**config.mk**
```make
export PLATFORM = sky130hd
export DESIGN_NAME = alu_arbiter
export DESIGN_NICKNAME = d
export VERILOG_FILES = /design/src/rtl/alu_arbiter.sv
export SDC_FILE = /design/constraint.sdc
export NUM_CORES = 1
export LEC_CHECK = 0
export ABC_AREA = 1
export ABC_CLOCK_PERIOD_IN_PS = 3900
export CELL_PAD_IN_SITES_DETAIL_PLACEMENT = 1
export CELL_PAD_IN_SITES_GLOBAL_PLACEMENT = 1
export CORE_AREA = 10 10 155 157
export DETAILED_ROUTE_END_ITERATION = 16
export DIE_AREA = 0 0 165 167
export PLACE_DENSITY = 0.95
export SKIP_CTS_REPAIR_TIMING = 1
export SYNTH_ARGS = -nofsm -noshare
export SYNTH_HDL_FRONTEND = slang
export SYNTH_SLANG_ARGS = --single-unit
```
**constraint.sdc**
```tcl
create_clock -name clk_i -period 3.9 [get_ports clk_i]
set_input_delay 0.585 -clock clk_i [delete_from_list [all_inputs] [get_ports clk_i]]
set_output_delay 0.585 -clock clk_i [all_outputs]
set_load 0.005 [all_outputs]
```
**src/rtl/alu_arbiter.sv**
```systemverilog
// Round-robin arbiter sharing one combinational ALU between two requesters.
// One op in flight; the response is held until the consumer takes it.
module alu_arbiter #(
  parameter int DATA_W = 32
) (
  input  logic              clk_i,
  input  logic              rst_ni,
  input  logic              req0_valid_i,
  output logic              req0_ready_o,
  input  logic [4:0]        req0_ctrl_i,
  input  logic [DATA_W-1:0] req0_a_i,
  input  logic [DATA_W-1:0] req0_b_i,
  input  logic              req1_valid_i,
  output logic              req1_ready_o,
  input  logic [4:0]        req1_ctrl_i,
  input  logic [DATA_W-1:0] req1_a_i,
  input  logic [DATA_W-1:0] req1_b_i,
  output logic [4:0]        alu_ctrl_o,
  output logic [DATA_W-1:0] alu_a_o,
  output logic [DATA_W-1:0] alu_b_o,
  input  logic [DATA_W-1:0] alu_result_i,
  input  logic              alu_branch_i,
  output logic              rsp_valid_o,
  input  logic              rsp_ready_i,
  output logic              rsp_id_o,
  output logic [DATA_W-1:0] rsp_data_o,
  output logic              rsp_taken_o,
  output logic              rsp_err_o,
  output logic [15:0]       op_count_o
);

  // state | meaning
  // IDLE  | no op in flight, accepting requests
  // EXEC  | latched op driven onto the ALU, result captured at the edge
  // RESP  | response held; accepts a new op when it is taken
  typedef enum logic [1:0] {IDLE, EXEC, RESP} state_e;

  state_e              state_q, state_d;
  logic                prio_q, prio_d;
  logic [4:0]          ctrl_q, ctrl_d;
  logic [DATA_W-1:0]   a_q, a_d, b_q, b_d, data_q, data_d;
  logic                id_q, id_d, taken_q, taken_d, err_q, err_d;
  logic [15:0]         cnt_q, cnt_d;
  logic                accept_win, grant0, grant1;
  logic [4:0]          sel_ctrl;

  function automatic logic is_legal(input logic [4:0] c);
    return (c <= 5'd8) || (c == 5'd13) || (c == 5'd16) || (c == 5'd17) ||
           ((c >= 5'd20) && (c <= 5'd23)) || (c == 5'd31);
  endfunction

  always_comb begin
    state_d    = state_q;
    prio_d     = prio_q;
    ctrl_d     = ctrl_q;
    a_d        = a_q;
    b_d        = b_q;
    id_d       = id_q;
    data_d     = data_q;
    taken_d    = taken_q;
    err_d      = err_q;
    cnt_d      = cnt_q;
    alu_ctrl_o = '0;
    alu_a_o    = '0;
    alu_b_o    = '0;
    sel_ctrl   = '0;

    // Gating with rst_ni keeps the readies low while reset is asserted.
    accept_win = rst_ni && ((state_q == IDLE) || ((state_q == RESP) && rsp_ready_i));
    grant0     = accept_win && req0_valid_i && (!req1_valid_i || !prio_q);
    grant1     = accept_win && req1_valid_i && (!req0_valid_i || prio_q);

    case (state_q)
      EXEC: begin
        alu_ctrl_o = ctrl_q;
        alu_a_o    = a_q;
        alu_b_o    = b_q;
        data_d     = alu_result_i;
        taken_d    = alu_branch_i && (ctrl_q[4:3] == 2'b10);
        err_d      = 1'b0;
        state_d    = RESP;
      end
      RESP: begin
        if (rsp_ready_i) begin
          state_d = IDLE;
          if (cnt_q != 16'hFFFF) cnt_d = cnt_q + 16'd1;
        end
      end
      default: ;
    endcase

    if (grant0 || grant1) begin
      sel_ctrl = grant1 ? req1_ctrl_i : req0_ctrl_i;
      ctrl_d   = sel_ctrl;
      a_d      = grant1 ? req1_a_i : req0_a_i;
      b_d      = grant1 ? req1_b_i : req0_b_i;
      id_d     = grant1;
      prio_d   = grant0;
      if (is_legal(sel_ctrl)) begin
        state_d = EXEC;
      end else begin
        state_d = RESP;
        err_d   = 1'b1;
        data_d  = '0;
        taken_d = 1'b0;
      end
    end
  end

  always_ff @(posedge clk_i or negedge rst_ni) begin
    if (!rst_ni) begin
      state_q <= IDLE;
      prio_q  <= 1'b0;
      ctrl_q  <= '0;
      a_q     <= '0;
      b_q     <= '0;
      id_q    <= 1'b0;
      data_q  <= '0;
      taken_q <= 1'b0;
      err_q   <= 1'b0;
      cnt_q   <= '0;
    end else begin
      state_q <= state_d;
      prio_q  <= prio_d;
      ctrl_q  <= ctrl_d;
      a_q     <= a_d;
      b_q     <= b_d;
      id_q    <= id_d;
      data_q  <= data_d;
      taken_q <= taken_d;
      err_q   <= err_d;
      cnt_q   <= cnt_d;
    end
  end

  assign req0_ready_o = grant0;
  assign req1_ready_o = grant1;
  assign rsp_valid_o  = (state_q == RESP);
  assign rsp_id_o     = id_q;
  assign rsp_data_o   = data_q;
  assign rsp_taken_o  = taken_q;
  assign rsp_err_o    = err_q;
  assign op_count_o   = cnt_q;

endmodule

```
==> results of run 1 <==
[per-layer routing]
layer | global-route usage | wire length (um)
met1 | 0.197 | 9870
met2 | 0.324 | 13400
met4 | 0.0755 | 725
met3 | 0.0624 | 2060
met5 | 0 | 0
[critical path: stages (launching register included)]
cell	delay, ps
dfrtp_1	420
inv_1	140
ha_4	570
buf_4	320
nand2_1	70
inv_1	60
clkdlybuf4s50_1	540
[cells by family (layout without fill, tap and decap cells)]
group,Yosys count,after routing,share of synthesized area
AO/OA/AOI/OAI,145,145,0.119
XOR/XNOR,13,13,0.0184
adder cells (fa/ha/maj),4,4,0.00809
buffers and inverters,143,440,0.0940
flip-flops,123,123,0.497
multiplexers,32,32,0.0517
other,0,2,0
AND/OR/NAND/NOR,330,330,0.212
[power by group through the flow]
| stage | sequential [mW] | clock (mW) | combinational (mW) |
|---|---|---|---|
| final | 2.18 | 1.75 | 2.70 |
| after global routing | 2.25 | 1.87 | 3.00 |
| after CTS | 2.18 | 1.80 | 2.77 |
| after detailed placement | 2.20 | 0 | 2.74 |
| after global placement | 2.15 | 0 | 2.61 |
| after floorplan | 2.12 | 0 | 1.30 |
[sequential cells by signal, indices dropped and copies added, names as in the netlist, 2 cells and up]
register and count:
a_q 32, b_q 32, ctrl_q 5, op_count_o 16, rsp_data_o 32, state_q 2
[final timing paths]
kind | startpoint | endpoint
worst min register to register | rsp_id_o | rsp_id_o
max in group asynchronous | rst_ni | a_q[3]
worst min-delay path | rsp_id_o | rsp_id_o
min in group asynchronous | rst_ni | ctrl_q[0]
worst max-delay path | state_q[1] | alu_a_o[4]
worst max register to register | state_q[0] | state_q[0]
[cell type report]
cell class / instances / share of cell area
sequential: 123 / 0.306
timing repair buffer: 310 / 0.305
multi-input combinational: 524 / 0.255
clock buffer: 18 / 0.0426
inverter: 98 / 0.0365
tap: 275 / 0.0342
clock inverter: 14 / 0.0208
antenna: 2 / 0.000497
[stage by stage]
stage               setup WS, ps  cells  hold WS [ps]
detailed placement           794   1329           389
global placement            1040   1329           390
global route                 614   1364           507
floorplan                   1780    790           289
CTS                          688   1361         -64.8
finish                       776   1364           477
[cell usage in the layout, fill, tap and decap left out, drive strengths merged]
cell type / count
clkinv: 3
dlygate4sd3: 1
o21bai: 2
buf: 12
nand3: 12
nand2: 197
nor2: 114
clkinvlp: 1
a21oi: 67
a32oi: 1
nand4: 2
xnor2: 8
bufinv: 4
or2: 1
clkbuf: 18
inv: 104
diode: 2
o21ai: 75
clkdlybuf4s50: 297
xor2: 5
dfrtp: 123
nor3: 4
ha: 4
mux2i: 32
==> metrics.md, run 1 <==
| Metric | Value |
|---|---|
| Final hold violation count | `0` |
| Vias in the first global route | `between 7,000 and 8,000` |
| WL per Instance | `about 19 um` |
| Worst EP arrival | `2540 ps` |
| IO Pins | `roughly 300` |
| Detailed placer's ending HPWL | `~20,000 um` |
| Share of the synthesized area in the top cell type | `0.497` |
| Grt ovf | `0` |
| Gr usage total | `0.185` |
| Warnings, synthesis | `0` |
| Share of cells above drive strength 1 | `0.0570` |
| EDFF count, synth | `0` |
| Internal power | `between 4 and 5 mW` |
| Max clock buf depth | `2` |
| Worst slew margin | `0.382` |
| Routability cong. | `around 0.8` |
| Clock latency on the worst-skew pair | `between 400 and 500 ps` |
| Row Count | `53` |
| DRC viols | `0` |
| Max Cap Viol | `0` |
| Post-synth ARST share | `1.00` |
| Iter 0 DRT Violations | `between 200 and 300` |
| Largest cells by area after synthesis | `dfrtp_1 50%, nand2_1 12%, nor2_1 6.2%, o21ai_0 6.1%, inv_1 5.9%` |
| Synth cell types | `24` |
| Largest net degree at the start of global routing | `70` |
| Layout overhead on the synthesized area | `62.7%` |
| Reg area | `0.00308 mm2` |
| Final WL | `about 26,000 um` |
| Top cell type by total area after synthesis | `dfrtp_1` |
| First-pass GRT wire length | `about 40,000 um` |
| Antenna Nets Post-Route | `0` |
| Post-Syn Instances | `around 800` |
| Status | `finished clean` |
| Final setup TNS | `0 ps` |
| Finished Core Util | `0.484` |
| Post-Layout Inst Area | `between 0.01 and 0.015 mm2` |
| Syn_nets | `970` |
| Critical path startpoint category | `flip-flop` |
| Clk slew on worst S/H paths | `roughly 60 ps` |
| Via count | `about 6,400` |
| Sw frac | `0.357` |
| Avg Inst Size Synth | `around 7.8 um2` |
| Minimum clock period | `3120 ps` |
| Setup Crit Path Kind | `flip-flop to output port` |
| Worst-case clock skew | `roughly 12 ps` |
| Crit Path Max Fanout | `50` |
| Initial Util | `0.297` |
| Reg2reg path depth | `14` |
| Prevailing post-synth register cell | `dfrtp_1` |
| RSZ-0062 raised after global routing | `false` |
| Reg power frac | `0.329` |
| Final setup violation count | `0` |
| Fin. max-slew vios | `0` |
| Clock Power Share | `0.265` |
| CTS Sinks | `about 120` |
| Total power | `6.63 mW` |
| Die W | `165 um` |
| FILL cells | `around 2,500` |
| Slew at the pin closest to its max-slew limit | `927 ps` |
| Synthesized area | `a little over 0.006 mm2` |
| PwrDens | `~660 mW/mm2` |
| Gate power share | `0.407` |
| Num CTS Buffers | `17` |
| H-tree depth | `4` |
| Cell count of the worst hold path | `2` |
| CTS tree | `built` |
| Routed vias/inst | `between 4 and 5` |
| Yosys reg bits | `123` |
| Critical path required time | `roughly 3300 ps` |
| Die ar. | `0.0276 mm2` |
| Max Clk Rate | `about 0.32 GHz` |
| Initial antenna violation count | `2` |
| Leakage | `4.81 nW` |
| Register area share after synthesis | `0.497` |
| Maximum VDD drop | `roughly 0.27 mV` |
| Part of the cycle the worst path needs | `0.801` |
| Top-count cell post-synth | `nand2_1` |
| DRT Pass-1 Iters | `4` |
| Multi-input gate area in the final layout | `between 0.002 and 0.003 mm2` |
| Switching pwr | `roughly 2.4 mW` |
| Nets | `about 1,300` |
| Die H | `roughly 170 um` |
| Synth top cells by count | `193 x nand2_1, 123 x dfrtp_1, 102 x nor2_1, 98 x inv_1, 75 x o21ai_0` |
| CP Capture Type | `output port` |
| Hold WC Path Type | `flip-flop to flip-flop` |
| Clock root buffer | `clkbuf_16` |
| Core Area | `0.0208 mm2` |
| Port-buffer cells | `between 200 and 300` |
| Dpl cell area | `approximately 0.0094 mm2` |
| Setup slack, reg-to-reg | `roughly 1100 ps` |
(Power assumes the default switching activity.)
==> run 2, diff against run 1 <==
--- a/config.mk
+++ b/config.mk
@@ -6,13 +6,13 @@
 export NUM_CORES = 1
 export LEC_CHECK = 0
 export ABC_AREA = 1
-export ABC_CLOCK_PERIOD_IN_PS = 3900
+export ABC_CLOCK_PERIOD_IN_PS = 2900
 export CELL_PAD_IN_SITES_DETAIL_PLACEMENT = 1
 export CELL_PAD_IN_SITES_GLOBAL_PLACEMENT = 1
-export CORE_AREA = 10 10 155 157
+export CORE_AREA = 10 10 158 160
 export DETAILED_ROUTE_END_ITERATION = 16
-export DIE_AREA = 0 0 165 167
-export PLACE_DENSITY = 0.95
+export DIE_AREA = 0 0 168 170
+export PLACE_DENSITY = 0.93
 export SKIP_CTS_REPAIR_TIMING = 1
 export SYNTH_ARGS = -nofsm -noshare
 export SYNTH_HDL_FRONTEND = slang
==> constraint.sdc (replaced) <==
create_clock -name clk_i -period 2.9 [get_ports clk_i]
set_input_delay 0.435 -clock clk_i [delete_from_list [all_inputs] [get_ports clk_i]]
set_output_delay 0.435 -clock clk_i [all_outputs]
set_load 0.005 [all_outputs]
==> metrics.md, run 2 (synthesized netlist as in run 1, its figures left out) <==
| Metric | Value |
|---|---|
| Worst path max stage delay | `510 ps (-60 ps)` |
| Final setup TNS | `0 ps (unchanged)` |
| Initial Util | `0.285 (-0.0119)` |
| Clock latency on the worst-skew pair | `410 ps (-20 ps)` |
| Placed Cells incl. Taps | `1,335 (+0.45%)` |
| Setup slack, reg-to-reg | `380 ps (-700 ps)` |
| Minimum clock period | `2730 ps` |
| Detailed placer's ending HPWL | `19,300 um (-2.6%)` |
| Finished Core Util | `0.468 (-0.0158)` |
| RSZ-0062 raised after global routing | `false` |
| Clock root buffer | `clkbuf_16` |
| Maximum VDD drop | `0.327 mV (+22%)` |
| Row Count | `54 (+1.9%)` |
| CP dominant cell by count | `inv_1` |
| Max Cap Viol | `0 (unchanged)` |
| Fin. max-slew vios | `0 (unchanged)` |
| CP Capture Type | `output port` |
| Die W | `168 um (+1.8%)` |
| First-pass GRT wire length | `40,000 um (+0.52%)` |
| Antenna Nets Post-Route | `0 (unchanged)` |
| Layout overhead on the synthesized area | `63.9%` |
| H-tree depth | `4 (unchanged)` |
| Final setup violation count | `0 (unchanged)` |
| Hold WC Path Type | `primary input to asynchronous set/reset pin` |
| Largest net degree at the start of global routing | `122 (+74%)` |
| Worst EP arrival | `2300 ps (-240 ps)` |
| Part of the cycle the worst path needs | `0.942` |
| Max clock buf depth | `2 (unchanged)` |
| Kind of cell adding the most delay to the critical path | `buffers and inverters` |
| Leakage | `4.86 nW (+0.92%)` |
| Post-placement setup slack | `285 ps (-509 ps)` |
| Nets | `1,257 (+0.24%)` |
| Dpl cell area | `0.00945 mm2 (+0.41%)` |
| WL per Instance | `18.9 um (-0.94%)` |
| RR Startpoint | `state_q[0]` |
| PwrDens | `886 mW/mm2 (+35%)` |
| Worst slew margin | `0.550 (+0.168)` |
| Crit Path Max Fanout | `21 (-58%)` |
| Iter 0 DRT Violations | `261 (-4.0%)` |
| Gr usage total | `0.176 (-0.00920)` |
| Critical path startpoint category | `flip-flop` |
| DRC viols | `0 (unchanged)` |
| CP Depth | `6 (unchanged)` |
| Reg2reg path depth | `12 (-2)` |
| Worst-case clock skew | `13.2 ps (+0.739 ps)` |
| Clk slew on worst S/H paths | `60 ps (about the same)` |
| Worst Setup EP | `alu_a_o[24]` |
| Die H | `170 um (+1.8%)` |
| FILL cells | `2,591 (+4.6%)` |
| Grt ovf | `0 (unchanged)` |
| Vias in the first global route | `7,187 (+1.9%)` |
| Routed vias/inst | `4.68 (-0.14%)` |
| Final std cells w/o fill | `1,371 (+0.51%)` |
| Final hold violation count | `0 (unchanged)` |
| Crit path buffers/inverters | `4 (unchanged)` |
| Core Area | `0.0217 mm2 (+4.2%)` |
| Final WL | `25,900 um (-0.43%)` |
| Slowest cell on crit path | `clkdlybuf4s50_1` |
| Setup crit start | `state_q[1]` |
| CTS Sinks | `123 (unchanged)` |
| Port-buffer cells | `298 (unchanged)` |
| Num CTS Buffers | `17 (unchanged)` |
| Critical path required time | `2470 ps (-840 ps)` |
| Setup ws final | `168 ps (-608 ps)` |
| Die ar. | `0.0286 mm2 (+3.6%)` |
| Most common cell after layout, fill and taps aside | `clkdlybuf4s50_1` |
| Setup Crit Path Kind | `flip-flop to output port` |
| Worst path cell trace | `inv_1, ha_4, buf_4, nand2_1, inv_1, clkdlybuf4s50_1` |
| Initial antenna violation count | `1 (-1)` |
| Via count | `6,423 (+0.38%)` |
| IO Pins | `299 (unchanged)` |
| CTS tree | `built` |
| Status | `finished clean` |
| Post-Layout Inst Area | `0.0101 mm2 (+0.75%)` |
| Total power | `8.99 mW (+36%)` |
| Most frequent cells in the layout | `296 x clkdlybuf4s50_1, 192 x nand2_1, 123 x dfrtp_1` |
| Slew at the pin closest to its max-slew limit | `676 ps (-252 ps)` |
| Worst r2r dst | `rsp_data_o[27]` |
| DRT Pass-1 Iters | `4 (unchanged)` |
| Share of cells above drive strength 1 | `0.0606 (+0.00351)` |
| Max Clk Rate | `~0.37 GHz` |
| Hold WS | `376 ps (-100 ps)` |
| Routability cong. | `0.814 (+1.4%)` |
==> run 2: area by class of cell <==
| class | instances | area (um2) | share of cell area |
|---|---|---|---|
| repair buffers | 313 | 3120 | 0.308 |
| multi-input cells | 524 | 2560 | 0.253 |
| clock inverters | 13 | 214 | 0.0211 |
| clock buffers | 19 | 443 | 0.0437 |
| inverters | 98 | 368 | 0.0363 |
| diodes | 1 | 2.50 | 0.000247 |
| well taps | 280 | 350 | 0.0345 |
| flip-flops and latches | 123 | 3080 | 0.303 |
==> run 2: report_power, final <==
group          internal (mW)  total [mW]  switching, mW
sequential              2.48        2.93          0.453
clock                   1.56        2.40          0.847
combinational           1.82        3.65           1.83
==> run 2: metal layers <==
| layer | part of all wire | up-vias | GRT usage |
|---|---|---|---|
| li1 | - | 3046 | - |
| met1 | 0.40 | 3136 | 0.192 |
| met2 | 0.51 | 215 | 0.311 |
| met3 | 0.078 | 26 | 0.0654 |
| met4 | 0.017 | 0 | 0.0503 |
| met5 | 0 | - | 0 |
==> run 2: worst reg2reg max path: stages (launching register included) <==
cell and delay, ps:
dfrtp_1 420, inv_1 130, ha_2 240, nand2_1 130, nand2_1 100, nand2_2 90
nor2_4 120, buf_4 190, nand2_1 100, a21oi_1 260, nand2_2 130, nand2_4 360
nor2_1 120
==> run 2: worst min-delay path by stage <==
stage,slack (ps),to,from,depth (start not counted)
after floorplan,140,a_q[0],rst_ni,0
after global placement,260,ctrl_q[0],rst_ni,1
after detailed placement,250,ctrl_q[0],rst_ni,1
after CTS,-190,ctrl_q[1],rst_ni,1
after global routing,360,ctrl_q[0],rst_ni,2
final,380,ctrl_q[1],rst_ni,2
==> run 3, diff against run 2 <==
--- a/config.mk
+++ b/config.mk
@@ -10,8 +10,10 @@
 export CELL_PAD_IN_SITES_DETAIL_PLACEMENT = 1
 export CELL_PAD_IN_SITES_GLOBAL_PLACEMENT = 1
 export CORE_AREA = 10 10 158 160
+export CTS_CLUSTER_DIAMETER = 150
 export DETAILED_ROUTE_END_ITERATION = 16
 export DIE_AREA = 0 0 168 170
+export MAX_ROUTING_LAYER = met4
 export PLACE_DENSITY = 0.93
 export SKIP_CTS_REPAIR_TIMING = 1
 export SYNTH_ARGS = -nofsm -noshare
==> metrics.md, run 3 (synthesized netlist as in run 1, its figures left out) <==
| Metric | Value |
|---|---|
| Max Clk Rate | `0.366 GHz (about the same)` |
| Minimum clock period | `2730 ps (-1.89 ps)` |
| DRC viols | `0 (unchanged)` |
| Num CTS Buffers | `17 (unchanged)` |
| Routed vias/inst | `4.69 (+0.12%)` |
| DRT Pass-1 Iters | `5 (+1)` |
| Share of cells above drive strength 1 | `0.0606 (unchanged)` |
| Slew at the pin closest to its max-slew limit | `679 ps (+2.99 ps)` |
| Gr usage total | `0.181 (+0.00533)` |
| Routability cong. | `0.826 (+1.5%)` |
| Worst-case clock skew | `13.1 ps (-0.118 ps)` |
| Multi-input gate area in the final layout | `0.00256 mm2 (unchanged)` |
| FILL cells | `2,591 (unchanged)` |
| Final setup TNS | `0 ps (unchanged)` |
| Initial Util | `0.285 (unchanged)` |
| Vias in the first global route | `7,228 (+0.57%)` |
| H-tree depth | `4 (unchanged)` |
| Critical path startpoint category | `flip-flop` |
| First-pass GRT wire length | `39,900 um (-0.38%)` |
| Row Count | `54 (unchanged)` |
| Layout overhead on the synthesized area | `63.9% (unchanged)` |
| Final WL | `25,900 um (about the same)` |
| Clock latency on the worst-skew pair | `420 ps (about the same)` |
| Port-buffer cells | `298 (unchanged)` |
| Critical path required time | `2470 ps (about the same)` |
| Finished Core Util | `0.468 (unchanged)` |
| Die ar. | `0.0286 mm2 (unchanged)` |
| Nets | `1,257 (unchanged)` |
| PwrDens | `886 mW/mm2 (about the same)` |
| Largest net degree at the start of global routing | `122 (unchanged)` |
| Initial antenna violation count | `1 (unchanged)` |
| RSZ-0062 raised after global routing | `false` |
| Fin. max-slew vios | `0 (unchanged)` |
| Max clock buf depth | `2 (unchanged)` |
| WL per Instance | `18.9 um (about the same)` |
| IO Pins | `299 (unchanged)` |
| Via count | `6,431 (+0.12%)` |
| Status | `finished clean` |
| Clk slew on worst S/H paths | `60 ps (about the same)` |
| Reg area | `0.00308 mm2 (unchanged)` |
| Leakage | `4.86 nW (unchanged)` |
| Total power | `8.99 mW (about the same)` |
| CP Capture Type | `output port` |
| Final hold violation count | `0 (unchanged)` |
| Most common cell after layout, fill and taps aside | `clkdlybuf4s50_1` |
| CTS Sinks | `123 (unchanged)` |
| Die H | `170 um (unchanged)` |
| Part of the cycle the worst path needs | `0.941 (about the same)` |
| Hold WC Path Type | `primary input to asynchronous set/reset pin` |
| Maximum VDD drop | `0.328 mV (about the same)` |
| Final setup violation count | `0 (unchanged)` |
| Worst slew margin | `0.548 (-0.00199)` |
| Antenna Nets Post-Route | `0 (unchanged)` |
| Detailed placer's ending HPWL | `19,300 um (unchanged)` |
| CTS tree | `built` |
| Crit Path Max Fanout | `21 (unchanged)` |
| Die W | `168 um (unchanged)` |
| Setup Crit Path Kind | `flip-flop to output port` |
| Core Area | `0.0217 mm2 (unchanged)` |
| Clock root buffer | `clkbuf_16` |
| Grt ovf | `0 (unchanged)` |
| Iter 0 DRT Violations | `321 (+23%)` |
| Max Cap Viol | `0 (unchanged)` |
| Most frequent cells in the layout | `296 x clkdlybuf4s50_1, 192 x nand2_1, 123 x dfrtp_1` |
| Worst EP arrival | `2300 ps (about the same)` |
-- run 3: worst paths after layout --
check                                start              to  cells past startpoint  slack, ps
worst max-delay path            state_q[1]     alu_a_o[24]                      6        170
worst max register to register  state_q[0]  rsp_data_o[27]                     14        390
max in group asynchronous           rst_ni         a_q[13]                      3       1650
worst min-delay path                rst_ni       ctrl_q[1]                      2        380
worst min register to register    rsp_id_o        rsp_id_o                      2        480
min in group clk_i                rsp_id_o        rsp_id_o                      2        480
-- run 3: cell type report --
| type | instances | share of cell area |
|---|---|---|
| Multi-Input combinational cell | 524 | 0.253 |
| Inverter | 98 | 0.0363 |
| Timing Repair Buffer | 313 | 0.308 |
| Clock buffer | 19 | 0.0437 |
| Antenna cell | 1 | 0.000247 |
| Clock inverter | 13 | 0.0211 |
| Sequential cell | 123 | 0.303 |
| Tap cell | 280 | 0.0345 |
-- run 3: metal layers --
layer  GRT usage  routed length (um)  share of wire
met1       0.192               10300           0.40
met5           -                   0              0
met3      0.0670                2070          0.080
met2       0.311               13200           0.51
met4      0.0503                 402          0.016
-- run 3: worst max-delay path: stages, from the launching register on --
cell and delay (ps):
dfrtp_1 420, inv_1 130, ha_4 320, buf_4 310, nand2_1 90, inv_1 80, clkdlybuf4s50_1 510
-- run 3: stage by stage --
step	hold WS (ps)	setup WS, ps	instance area [um2]	instances
floorplan	139	931	6190	790
global placement	256	365	9450	1335
detailed placement	255	285	9450	1335
CTS	-188	1.46	10100	1367
global route	356	56.6	10100	1371
finish	376	170	10100	1371
-- run 3: power by group --
part	total, mW	switching (mW)	internal (mW)	leakage (nW)
Sequential	2.93	0.452	2.48	1.53
Combinational	3.65	1.83	1.82	3.01
Clock	2.41	0.849	1.56	0.314
